$ cat config.mk
export PLATFORM = sky130hd
export DESIGN_NAME = mt_hazard_controller
export DESIGN_NICKNAME = d
export VERILOG_FILES = /design/src/rtl/mt_hazard_controller.sv
export SDC_FILE = /design/constraint.sdc
export NUM_CORES = 1
export LEC_CHECK = 0
export ABC_AREA = 0
export CORE_ASPECT_RATIO = 1.2
export CORE_MARGIN = 3
export CORE_UTILIZATION = 49
export CTS_CLUSTER_SIZE = 12
export DETAILED_ROUTE_END_ITERATION = 10
export GPL_ROUTABILITY_DRIVEN = 0
export GPL_TIMING_DRIVEN = 0
export PLACE_DENSITY = 0.91
export SETUP_SLACK_MARGIN = 0.15
export SLEW_MARGIN = 10
export SYNTH_ARGS = -nofsm -noshare
export SYNTH_HDL_FRONTEND = slang
export SYNTH_SLANG_ARGS = --single-unit
$ cat constraint.sdc
create_clock -name clk -period 3.9 [get_ports clk]
set_input_delay 0.78 -clock clk [delete_from_list [all_inputs] [get_ports clk]]
set_output_delay 0.78 -clock clk [all_outputs]
set_load 0.005 [all_outputs]
$ cat src/rtl/mt_hazard_controller.sv
// Hazard and coarse-grained thread-scheduling controller for the multithreaded 5-stage pipeline.
// Define MT_HAZARD_STATS_EN to add the switch_count / idle_cycles statistics outputs.
module mt_hazard_controller #(
  parameter int THREADS        = 2,
  parameter int TID_W          = 1,
  parameter int SWITCH_PENALTY = 2
) (
  input  logic             clk,
  input  logic             rst_n,
  input  logic             ic_miss,
  input  logic             load_use,
  input  logic             mispredict,
  input  logic [TID_W-1:0] mispredict_tid,
  input  logic             dc_miss,
  input  logic [TID_W-1:0] dc_miss_tid,
  input  logic             dc_fill,
  input  logic [TID_W-1:0] dc_fill_tid,
  output logic             if_stall,
  output logic             if_flush,
  output logic             i2d_stall,
  output logic             i2d_flush,
  output logic             d2e_stall,
  output logic             d2e_flush,
  output logic             e2m_stall,
  output logic             e2m_flush,
  output logic             m2w_stall,
  output logic             m2w_flush,
  output logic [TID_W-1:0] fetch_tid,
  output logic             thread_switch,
  output logic             all_blocked
`ifdef MT_HAZARD_STATS_EN
  ,
  output logic [31:0]      switch_count,
  output logic [31:0]      idle_cycles
`endif
);

  typedef enum logic [1:0] {RUN, SWITCH, IDLE} state_t;

  state_t             state;
  logic [THREADS-1:0] blocked;
  logic [3:0]         cnt;

  logic               miss_ok, fill_ok, miss_cur;
  logic [THREADS-1:0] miss_mask, fill_mask, blocked_nxt;
  logic               nxt_found;
  logic [TID_W-1:0]   nxt_tid, cand;

  always_comb begin
    miss_ok     = dc_miss && (int'(dc_miss_tid) < THREADS);
    fill_ok     = dc_fill && (int'(dc_fill_tid) < THREADS);
    miss_mask   = miss_ok ? (THREADS'(1) << dc_miss_tid) : '0;
    fill_mask   = fill_ok ? (THREADS'(1) << dc_fill_tid) : '0;
    // a miss and a fill for the same thread leave it blocked
    blocked_nxt = (blocked & ~fill_mask) | miss_mask;
    miss_cur    = miss_ok && (dc_miss_tid == fetch_tid);
    nxt_found   = 1'b0;
    nxt_tid     = fetch_tid;
    cand        = fetch_tid;
    for (int k = 1; k < THREADS; k++) begin
      cand = TID_W'((int'(fetch_tid) + k) % THREADS);
      if (!nxt_found && !blocked_nxt[cand]) begin
        nxt_found = 1'b1;
        nxt_tid   = cand;
      end
    end
  end

  always_comb begin
    if_stall      = 1'b0;
    if_flush      = 1'b0;
    i2d_stall     = 1'b0;
    i2d_flush     = 1'b0;
    d2e_stall     = 1'b0;
    d2e_flush     = 1'b0;
    e2m_stall     = 1'b0;
    e2m_flush     = 1'b0;
    m2w_stall     = 1'b0;
    m2w_flush     = 1'b0;
    thread_switch = 1'b0;
    all_blocked   = 1'b0;
    if (!rst_n) begin
      if_flush  = 1'b1;
      i2d_flush = 1'b1;
      d2e_flush = 1'b1;
      e2m_flush = 1'b1;
      m2w_flush = 1'b1;
    end else begin
      case (state)
        RUN: begin
          if (miss_cur) begin
            if_flush      = 1'b1;
            i2d_flush     = 1'b1;
            d2e_flush     = 1'b1;
            e2m_flush     = 1'b1;
            m2w_flush     = 1'b1;
            thread_switch = nxt_found;
          end else if (mispredict && (mispredict_tid == fetch_tid)) begin
            i2d_flush = 1'b1;
            d2e_flush = 1'b1;
          end else if (load_use) begin
            if_stall  = 1'b1;
            i2d_stall = 1'b1;
            d2e_flush = 1'b1;
          end else if (ic_miss) begin
            if_stall  = 1'b1;
            i2d_flush = 1'b1;
          end
        end
        SWITCH: begin
          if_stall  = 1'b1;
          i2d_flush = 1'b1;
        end
        IDLE: begin
          if_stall      = 1'b1;
          i2d_flush     = 1'b1;
          d2e_flush     = 1'b1;
          e2m_flush     = 1'b1;
          m2w_flush     = 1'b1;
          all_blocked   = 1'b1;
          thread_switch = fill_ok;
        end
        default: ;
      endcase
    end
  end

  always_ff @(posedge clk or negedge rst_n) begin
    if (!rst_n) begin
      state     <= RUN;
      blocked   <= '0;
      fetch_tid <= '0;
      cnt       <= '0;
    end else begin
      blocked <= blocked_nxt;
      case (state)
        RUN: begin
          if (miss_cur) begin
            if (nxt_found) begin
              fetch_tid <= nxt_tid;
              cnt       <= 4'(SWITCH_PENALTY);
              state     <= SWITCH;
            end else begin
              state <= IDLE;
            end
          end
        end
        SWITCH: begin
          cnt <= cnt - 4'd1;
          if (cnt <= 4'd1) state <= RUN;
        end
        IDLE: begin
          if (fill_ok) begin
            fetch_tid <= dc_fill_tid;
            cnt       <= 4'(SWITCH_PENALTY);
            state     <= SWITCH;
          end
        end
        default: state <= RUN;
      endcase
    end
  end

`ifdef MT_HAZARD_STATS_EN
  always_ff @(posedge clk or negedge rst_n) begin
    if (!rst_n) begin
      switch_count <= '0;
      idle_cycles  <= '0;
    end else begin
      if (thread_switch && (switch_count != '1)) switch_count <= switch_count + 32'd1;
      if ((state == IDLE) && (idle_cycles != '1)) idle_cycles <= idle_cycles + 32'd1;
    end
  end
`endif

endmodule

==> tab_implementation.tex <==
\begin{tabular}{lr}
\hline
Metric & Value \\
\hline
\multicolumn{2}{l}{\textbf{Outcome}} \\
\quad Outcome & complete, no violations \\
\multicolumn{2}{l}{\textbf{Critical path}} \\
\quad Worst Path Max Fanout & 6 \\
\quad Data arrival at the endpoint of the critical path & 2730 ps \\
\quad Register-to-register setup slack & 1900 ps \\
\quad Number of cells on the worst reg-to-reg path & 8 \\
\quad Delay of the slowest cell on the worst path & 530 ps \\
\quad Type of the worst setup path & input pin to output pin \\
\quad R2R Path End & cnt[1] \\
\quad Sort of element at the end of the critical path & output pin \\
\quad CP Data Required Time & 3120 ps \\
\quad Critical register-to-register path startpoint & state[1] \\
\quad Critical Path Most Common Cell & clkdlybuf4s50\_1 \\
\quad Crit-path slowest cell & clkdlybuf4s50\_1 \\
\quad Start point of the critical path & dc\_miss \\
\quad Cell-by-cell listing of the critical path & clkdlybuf4s50\_1, nor2b\_1, a211o\_1, nand2\_1, nand2b\_1, a21boi\_0, clkdlybuf4s50\_1 \\
\quad Type of origin of the critical path & input pin \\
\multicolumn{2}{l}{\textbf{Synth}} \\
\quad Post-synth ARST share & 100\% \\
\quad Yosys warns & 0 \\
\quad Synthesized instance count & 93 \\
\quad Distinct cell type count after synthesis & 41 \\
\quad Main combinational cell family by area after synthesis & compound AO/OA/AOI/OAI gates \\
\quad Netlist area before placement & 787 sq um \\
\quad Top\_reg\_cell synth & dfrtp\_1 \\
\quad XOR/XNOR share of the synthesized area & 2.23\% \\
\quad Portion of netlist area occupied by mux cells & 1.27\% \\
\quad Total of flip-flops plus latches after synthesis & 9 \\
\quad Area share of fa/ha/maj cells after synthesis & 9.54\% \\
\quad Sequential element share of the synthesized area & 28.6\% \\
\quad Synth Area in Compound Gates & 26.1\% \\
\quad Post-synthesis simple-gate area fraction & 21.0\% \\
\quad Avg Cell Area, Syn & 8.46 sq um \\
\quad Number of synthesized flops with an enable pin & 0 \\
\multicolumn{2}{l}{\textbf{Drt}} \\
\quad Wire length per cell & 13.2 um \\
\quad Remaining antenna violation count & 0 \\
\quad Wire length reported by the detailed router & 1780 um \\
\quad Post-DR vias/cell & 5.55 \\
\quad Number of remaining DRC errors & 0 \\
\quad Detailed Route Iter0 Violations & 11 \\
\quad Detailed-route via count & 749 \\
\quad Pre-Repair DR Iteration Count & 4 \\
\multicolumn{2}{l}{\textbf{Timing}} \\
\quad Transition time at the pin with the least slew margin & 588 ps \\
\quad RSZ-0062 raised after global routing & no \\
\quad Final period util & 90.1\% \\
\quad Number of hold violations in the final report & 0 \\
\quad Setup Viol. Count Final & 0 \\
\quad Slew headroom & 60.7\% \\
\quad Final worst clock skew & 2.43 ps \\
\quad Min cycle time layout & 3510 ps \\
\quad Final Max Tran Viols & 0 \\
\quad Worst path setup slack after routing & 387 ps \\
\quad Setup Total Neg Slack & 0 ps \\
\quad Peak Freq & 285 MHz \\
\multicolumn{2}{l}{\textbf{Floorplanning}} \\
\quad Core Footprint & 0.00148 sq mm \\
\quad Num rows & 15 \\
\quad Ports & 23 \\
\quad Initial core utilization & 53.1\% \\
\quad Die Area & 0.00212 sq mm \\
\quad Horiz. Die Dim & 42.6 um \\
\quad Overall die height & 49.9 um \\
\multicolumn{2}{l}{\textbf{Pwr}} \\
\quad Largest vdd supply drop & 0.000388 V \\
\quad Power density relative to cell area & 665 mW/mm\^{}2 \\
\quad Total leakage power & 0.000464 uW \\
\multicolumn{2}{l}{\textbf{Layout}} \\
\quad Register area & 225 sq um \\
\quad Final cell count without fillers & 135 \\
\quad Fill cells & 126 \\
\quad Final nets & 135 \\
\quad Area added between synthesis and finish & 31.3\% \\
\quad Area occupied by multi-input gates & 484 sq um \\
\quad Antenna fix cells & 0 \\
\quad Share of final-layout standard cells stronger than drive strength 1 & 11.9\% \\
\multicolumn{2}{l}{\textbf{Worst hold path}} \\
\quad Worst hold path type & register to register \\
\quad Hold path startpoint & blocked[0] \\
\quad End point of the most critical hold path & blocked[0] \\
\quad Depth of the worst hold-timing path & 2 \\
\multicolumn{2}{l}{\textbf{Global route}} \\
\quad Via count of the first global-routing pass & 774 \\
\quad GRT overflow & 0 \\
\quad Maximum number of pins on one net before global-route repair & 17 \\
\quad Global-route total usage across every layer & 18.8\% \\
\quad Initial antenna violation count & 0 \\
\quad Wire length of the first global-routing pass & 3130 um \\
\multicolumn{2}{l}{\textbf{Clocking}} \\
\quad Number of buffers on the longest clock path & 2 \\
\quad Cts repair resizes & 0 \\
\quad H-tree depth & 1 \\
\quad Number of sinks on the clock net & 9 \\
\quad Hold buffer count at cts & 0 \\
\quad Clock buffers created by TritonCTS & 3 \\
\quad Clock latency on the worst-skew pair & 270 ps \\
\quad TritonCTS clock tree & yes \\
\quad Buffers inserted by post-CTS timing repair & 0 \\
\quad Clock transition at the register clock pins on the worst setup and hold paths after CTS & 70 ps \\
\quad Clock tree root buffer cell & clkbuf\_4 \\
\multicolumn{2}{l}{\textbf{Placement}} \\
\quad Placed insts & 131 \\
\quad Half-perimeter wire length after placement & 1370 um \\
\quad Count of port buffers added during placement & 19 \\
\quad Worst Setup Slack post-DPL & 423 ps \\
\multicolumn{2}{l}{\textbf{Job}} \\
\quad Max Cap Violations & 0 \\
\hline
\end{tabular}
kinds of logic after synthesis:
family                     after synthesis
adders and majority gates                6
and+or+nand+nor                         30
muxes                                    1
DFF                                      9
buffers and inverters                   18
xor gates and xnor gates                 2
AOI/OAI and AO/OA                       26
other                                    1
worst max-delay path by stage:
stage / endpoint / depth (start not counted) / slack (ps)
3_3_place_gp: if_stall / 7 / 460
6_report: thread_switch / 7 / 390
2_1_floorplan: thread_switch / 5 / 1530
4_1_cts: thread_switch / 7 / 400
3_5_place_dp: thread_switch / 7 / 420
5_1_grt: thread_switch / 7 / 280
registers in the layout, summed over array words and instances (netlist names):
name	flops
state	2
fetch_tid	1
blocked	2
cnt	4
metal layers:
metal / track usage (%) / share of wire [%] / vias to the layer above
met2: 35.5 / 54 / 18
li1: - / - / 377
met5: 0 / 0 / -
met4: 9.33 / 2.4 / 0
met3: 2.19 / 4.0 / 7
met1: 19.7 / 40 / 347
critical path: cells and delay by family:
family                 cells  cell delay (ps)
buffers and inverters      2             1040
AO/OA/AOI/OAI              2              490
AND/OR/NAND/NOR            3              420
layout make-up:
class,count,area share [%]
multi-input cells,68,46.9
flip-flops and latches,9,21.8
repair buffers,19,18.4
inverters,12,4.36
plain buffers,6,3.87
clock buffers,3,2.18
well taps,17,2.06
clock inverters,1,0.484
cell usage after synthesis (all sizes together) (2+ instances only):
library cell	instances	area (sq um)
ha	6	75.1
a31oi	2	12.5
nor3	2	10.0
a21oi	4	20.0
nand3	4	20.0
buf	6	40.0
a21o	2	15.0
nor2b	2	12.5
nand2b	4	25.0
nand2	6	22.5
nor2	3	11.3
xnor2	2	17.5
o21ai	4	20.0
o221ai	2	23.8
dfrtp	9	225
inv	12	45.0
or2	2	12.5
placed cells by master (no fill, tap or decap), drive strengths merged, types with 3 or more instances in the layout:
master	count
clkdlybuf4s50	19
inv	12
dfrtp	9
nand2	6
ha	6
buf	6
nand2b	4
a21oi	4
nand3	4
o21ai	4
nor2	3
conb	3
clkbuf	3
through the flow:
step	util [%]	hold slack (ps)	area (sq um)	power (uW)
after CTS	69.7	520	1030	689
after floorplan	-	468	795	466
after detailed placement	67.8	505	1010	607
after global routing	69.7	553	1030	750
after global placement	67.8	497	1010	590
final	69.7	522	1030	687
where the power goes:
part	internal, uW	total [uW]	switching, uW
Combinational	213	453	240
Sequential	129	156	26.4
Clock	38.0	78.3	40.4
Total	381	687	307
Note: power is estimated with default switching activity, not from simulation.
==> patch 1 (config.mk and constraints unchanged) <==
Set the parameter `THREADS` to 4 (it was 2).
--- a/src/rtl/mt_hazard_controller.sv
+++ b/src/rtl/mt_hazard_controller.sv
@@ -3,3 +3,3 @@
 module mt_hazard_controller #(
-  parameter int THREADS        = 2,
+  parameter int THREADS        = 4,
   parameter int TID_W          = 1,
Formal check against the unedited RTL: same outputs for any inputs over 10 cycles, from zero or initial values and one cycle with rst_n low; that may be too few to reach the edited logic, so the function may still have changed.
==> patch 1 against the original RTL <==
Sequential cell count did not move. Wire length fell by 1.9%. Synthesized cell count rose by 1.1%. Clock skew fell by 0.00095 ns. Critical path depth did not move. Final cell count did not move. Die area rose by 1.1%. Global-route usage fell by 0.14 points. Power fell by 3.1%. Cell area rose by 0.61%. Register-to-register slack improved by 0.08 ns. Sequential share of layout area fell by 0.13 points. Synthesized area rose by 1.3%. Setup slack improved by 0.014 ns. Highest routed layer unchanged.
==> patch 1: results <==
{
  "yosysSeqAreaShare_pct": 28.3,
  "drt_wl_total_mm": 1.75,
  "via_per_inst": 5.39,
  "slew_headroom_pct": 60.5,
  "r2r-start": "state[0]$_DFFE_PN0P_",
  "holdWs_ns": 0.524,
  "crit-reg2reg-capture": "fetch_tid$_DFFE_PN0P_",
  "synth_commonest_cells": "nand2_1 (11), dfrtp_1 (9), inv_1 (8), o21ai_0 (8), ha_1 (7)",
  "leakagePower_nw": 0.478,
  "ant_nets": 0,
  "status": "finished, final reports clean",
  "place_ws_ns": 0.310,
  "first_iter_violations": 6,
  "rrSetupSlack_ns": 1.98,
  "detailedRoute.firstPassIterationCount": 5,
  "synth_area_leaders": "dfrtp_1 (28%), ha_1 (11%), nand2_1 (5.2%)",
  "grt_pass1_wl_mm": 3.02,
  "grt_max_degree": 17,
  "synth.distinct_cells": 35,
  "critical-path-max-stage-delay_ns": 0.51,
  "ir_drop_v": 0.000344,
  "finClkSkew_ns": 0.00148,
  "crit_path_max_fanout": 5,
  "r2r_cells": 7,
  "whs_path_depth": 2,
  "synthCells": 94,
  "root_buffer": "clkbuf_4",
  "fin_nets": 136,
  "io_buffers": 18,
  "dp_hpwl_mm": 1.36,
  "grt_usage_pct": 18.6,
  "grt_pass1_vias": 749,
  "hold_path.class": "reg2reg",
  "drive_gt1_share_pct": 12.7,
  "synth_most_common_cell": "nand2_1"
}
patch 1: how the worst max path moves through the flow:
| stage | from | to | slack (ns) |
|---|---|---|---|
| floorplan | dc_miss_tid | i2d_flush | 1.50 |
| global placement | dc_miss_tid | i2d_flush | 0.32 |
| detailed placement | dc_miss_tid | i2d_flush | 0.31 |
| CTS | dc_miss_tid | i2d_flush | 0.28 |
| global route | dc_miss_tid | i2d_flush | 0.24 |
| finish | dc_miss_tid | i2d_flush | 0.40 |
patch 1: tightest hold or removal path: stages (launching register included):
cell and delay (ns):
dfrtp_1 0.37, nand2_1 0.06, o21ai_0 0.06
patch 1: power groups by stage:
| stage | clock (mW) | sequential [mW] | combinational, mW |
|---|---|---|---|
| CTS | 0.0754 | 0.158 | 0.433 |
| global placement | 0 | 0.157 | 0.417 |
| detailed placement | 0 | 0.160 | 0.427 |
| floorplan | 0 | 0.152 | 0.291 |
| global route | 0.0828 | 0.164 | 0.481 |
| finish | 0.0731 | 0.159 | 0.434 |
patch 1: final cells by class:
type,instances,area [µm²]
Multi-Input combinational cell,73,512
Timing Repair Buffer,18,180
Inverter,8,30.0
Fill cell,119,443
Clock buffer,4,26.3
Sequential cell,9,225
Buffer,6,45.0
Tap cell,17,21.3
patch 1: cells by family after synthesis:
logic type / count (synthesis) / share of synthesized area [%]
xor gates and xnor gates: 2 / 2.20
muxes: 3 / 3.77
buffers and inverters: 14 / 9.42
adders and majority gates: 7 / 11.0
DFF: 9 / 28.3
and+or+nand+nor: 33 / 22.0
AOI/OAI and AO/OA: 25 / 22.9
other: 1 / 0.471
patch 1: routing by layer:
metal  up-vias  track usage (%)  part of all wire, %
met4         0             9.84                  1.3
met1       332             19.1                   41
li1        371                -                    -
met5         -                0                    0
met3         2             5.38                  5.7
met2        22             33.3                   52
==> patch 2 (config.mk and constraints unchanged) <==
Made on the original files. The 3 states of `state_t` get a one-hot encoding in 3 bits.
--- a/src/rtl/mt_hazard_controller.sv
+++ b/src/rtl/mt_hazard_controller.sv
@@ -37,3 +37,3 @@
 
-  typedef enum logic [1:0] {RUN, SWITCH, IDLE} state_t;
+  typedef enum logic [2:0] {RUN = 3'b001, SWITCH = 3'b010, IDLE = 3'b100} state_t;
 
Formal check against the unedited RTL: same outputs for any inputs over 10 cycles, from zero or initial values and one cycle with rst_n low; not proved beyond that.
==> patch 2 against the original RTL <==
Cell area is 6.1% higher. Non-clock buffer count up 1. Wire length rose by 23%. Clock power rose by 26%. Power shrank 7.6%. Sequential power increased by 14%. Setup slack worse by 0.17 ns. Synthesized area rose by 6.8%. Global-route usage is 1.6 points higher. Core utilization increased by 2.4 points. Sequential cell count grew 1. Critical path type unchanged. Critical endpoint unchanged. Largest cell class unchanged. Largest power group unchanged.
==> patch 2: results <==
{
  "status": "finished, final reports clean",
  "post-cts-setup-buffers": 0,
  "hold_path.class": "reg2reg",
  "cp_slowest_cell": "clkdlybuf4s50_1",
  "fin_nets": 143,
  "met2_usage_pct": 37.1,
  "crit_path_start_kind": "input pin",
  "synthAdderAreaFrac_pct": 2.98,
  "synth_commonest_cells": "inv_1 (10), dfrtp_1 (9), nor2_1 (8)",
  "swShare_pct": 40.4,
  "placed_area_um2": 1060,
  "via_per_inst": 6.12,
  "first_iter_violations": 32,
  "diodes": 0,
  "place_ws_ns": 0.281,
  "worstHoldStart": "blocked[0]$_DFF_PN0_",
  "synth_area_leaders": "dfrtp_1 (27%), inv_1 (4.5%), o211ai_1 (4.5%)",
  "critical-path-max-stage-delay_ns": 0.65,
  "slew_headroom_pct": 54.8,
  "grt_pass1_wl_mm": 3.46,
  "timing.final.ws_setup_ns": 0.217,
  "antenna_found_initial": 0,
  "wl_met2_mm": 1.10,
  "synthMuxAreaShare_pct": 1.19,
  "grtUsageMet1_pct": 22.1,
  "top_regs": "cnt x4, state x3, blocked x2",
  "synthFlopType": "dfrtp_1",
  "leakagePower_nw": 0.483,
  "wl_met1_um": 882,
  "n_fill_cell": 117,
  "synth-xor-area-share_pct": 1.04,
  "cp.arrival_ns": 2.90,
  "vias": 899,
  "ir_drop_v": 0.000410,
  "finClkSkew_ns": 0.00435,
  "whs_path_depth": 2,
  "rrSetupSlack_ns": 2.22,
  "yosysSeqAreaShare_pct": 29.9,
  "wl_met3_um": 140,
  "grt_max_degree": 19,
  "wl_per_cell_um": 14.9,
  "drive_gt1_share_pct": 12.3,
  "crit-reg2reg-capture": "state[2]$_DFFE_PN0P_",
  "r2r_cells": 4,
  "initial_utilization_pct": 55.3,
  "holdWs_ns": 0.583,
  "grt_usage_pct": 20.4,
  "synth.distinct_cells": 44,
  "r2r-start": "state[0]$_DFFE_PN1P_",
  "synth.avg_cell_area_um2": 8.01,
  "grt_pass1_vias": 847,
  "met3_usage_pct": 4.58,
  "dp_hpwl_mm": 1.60,
  "endpoint": "thread_switch",
  "synth_compound_area_share_pct": 33.2,
  "startpoint": "dc_fill",
  "crit_path_max_fanout": 8
}
[patch 2: power by group through the flow]
stage          Clock (mW)  Sequential, mW  Combinational (mW)
5_1_grt             0.104           0.183               0.393
6_report           0.0987           0.178               0.358
2_1_floorplan           0           0.169               0.234
4_1_cts            0.0963           0.177               0.355
3_3_place_gp            0           0.177               0.342
3_5_place_dp            0           0.179               0.348
[patch 2: cell families after synthesis]
group                    after synthesis
flip-flops                            10
AO/OA/AOI/OAI                         39
multiplexers                           1
AND/OR/NAND/NOR                       33
other                                  1
adder cells (fa/ha/maj)                2
buffers and inverters                 18
XOR/XNOR                               1
[patch 2: final cells by class]
cell class,instances,area [µm²],share of cell area (%)
multi-input cells,79,512,46.7
flip-flops and latches,10,251,22.9
repair buffers,19,190,17.4
plain buffers,7,43.8,4.00
inverters,11,41.3,3.77
clock buffers,4,36.3,3.31
well taps,17,21.3,1.94
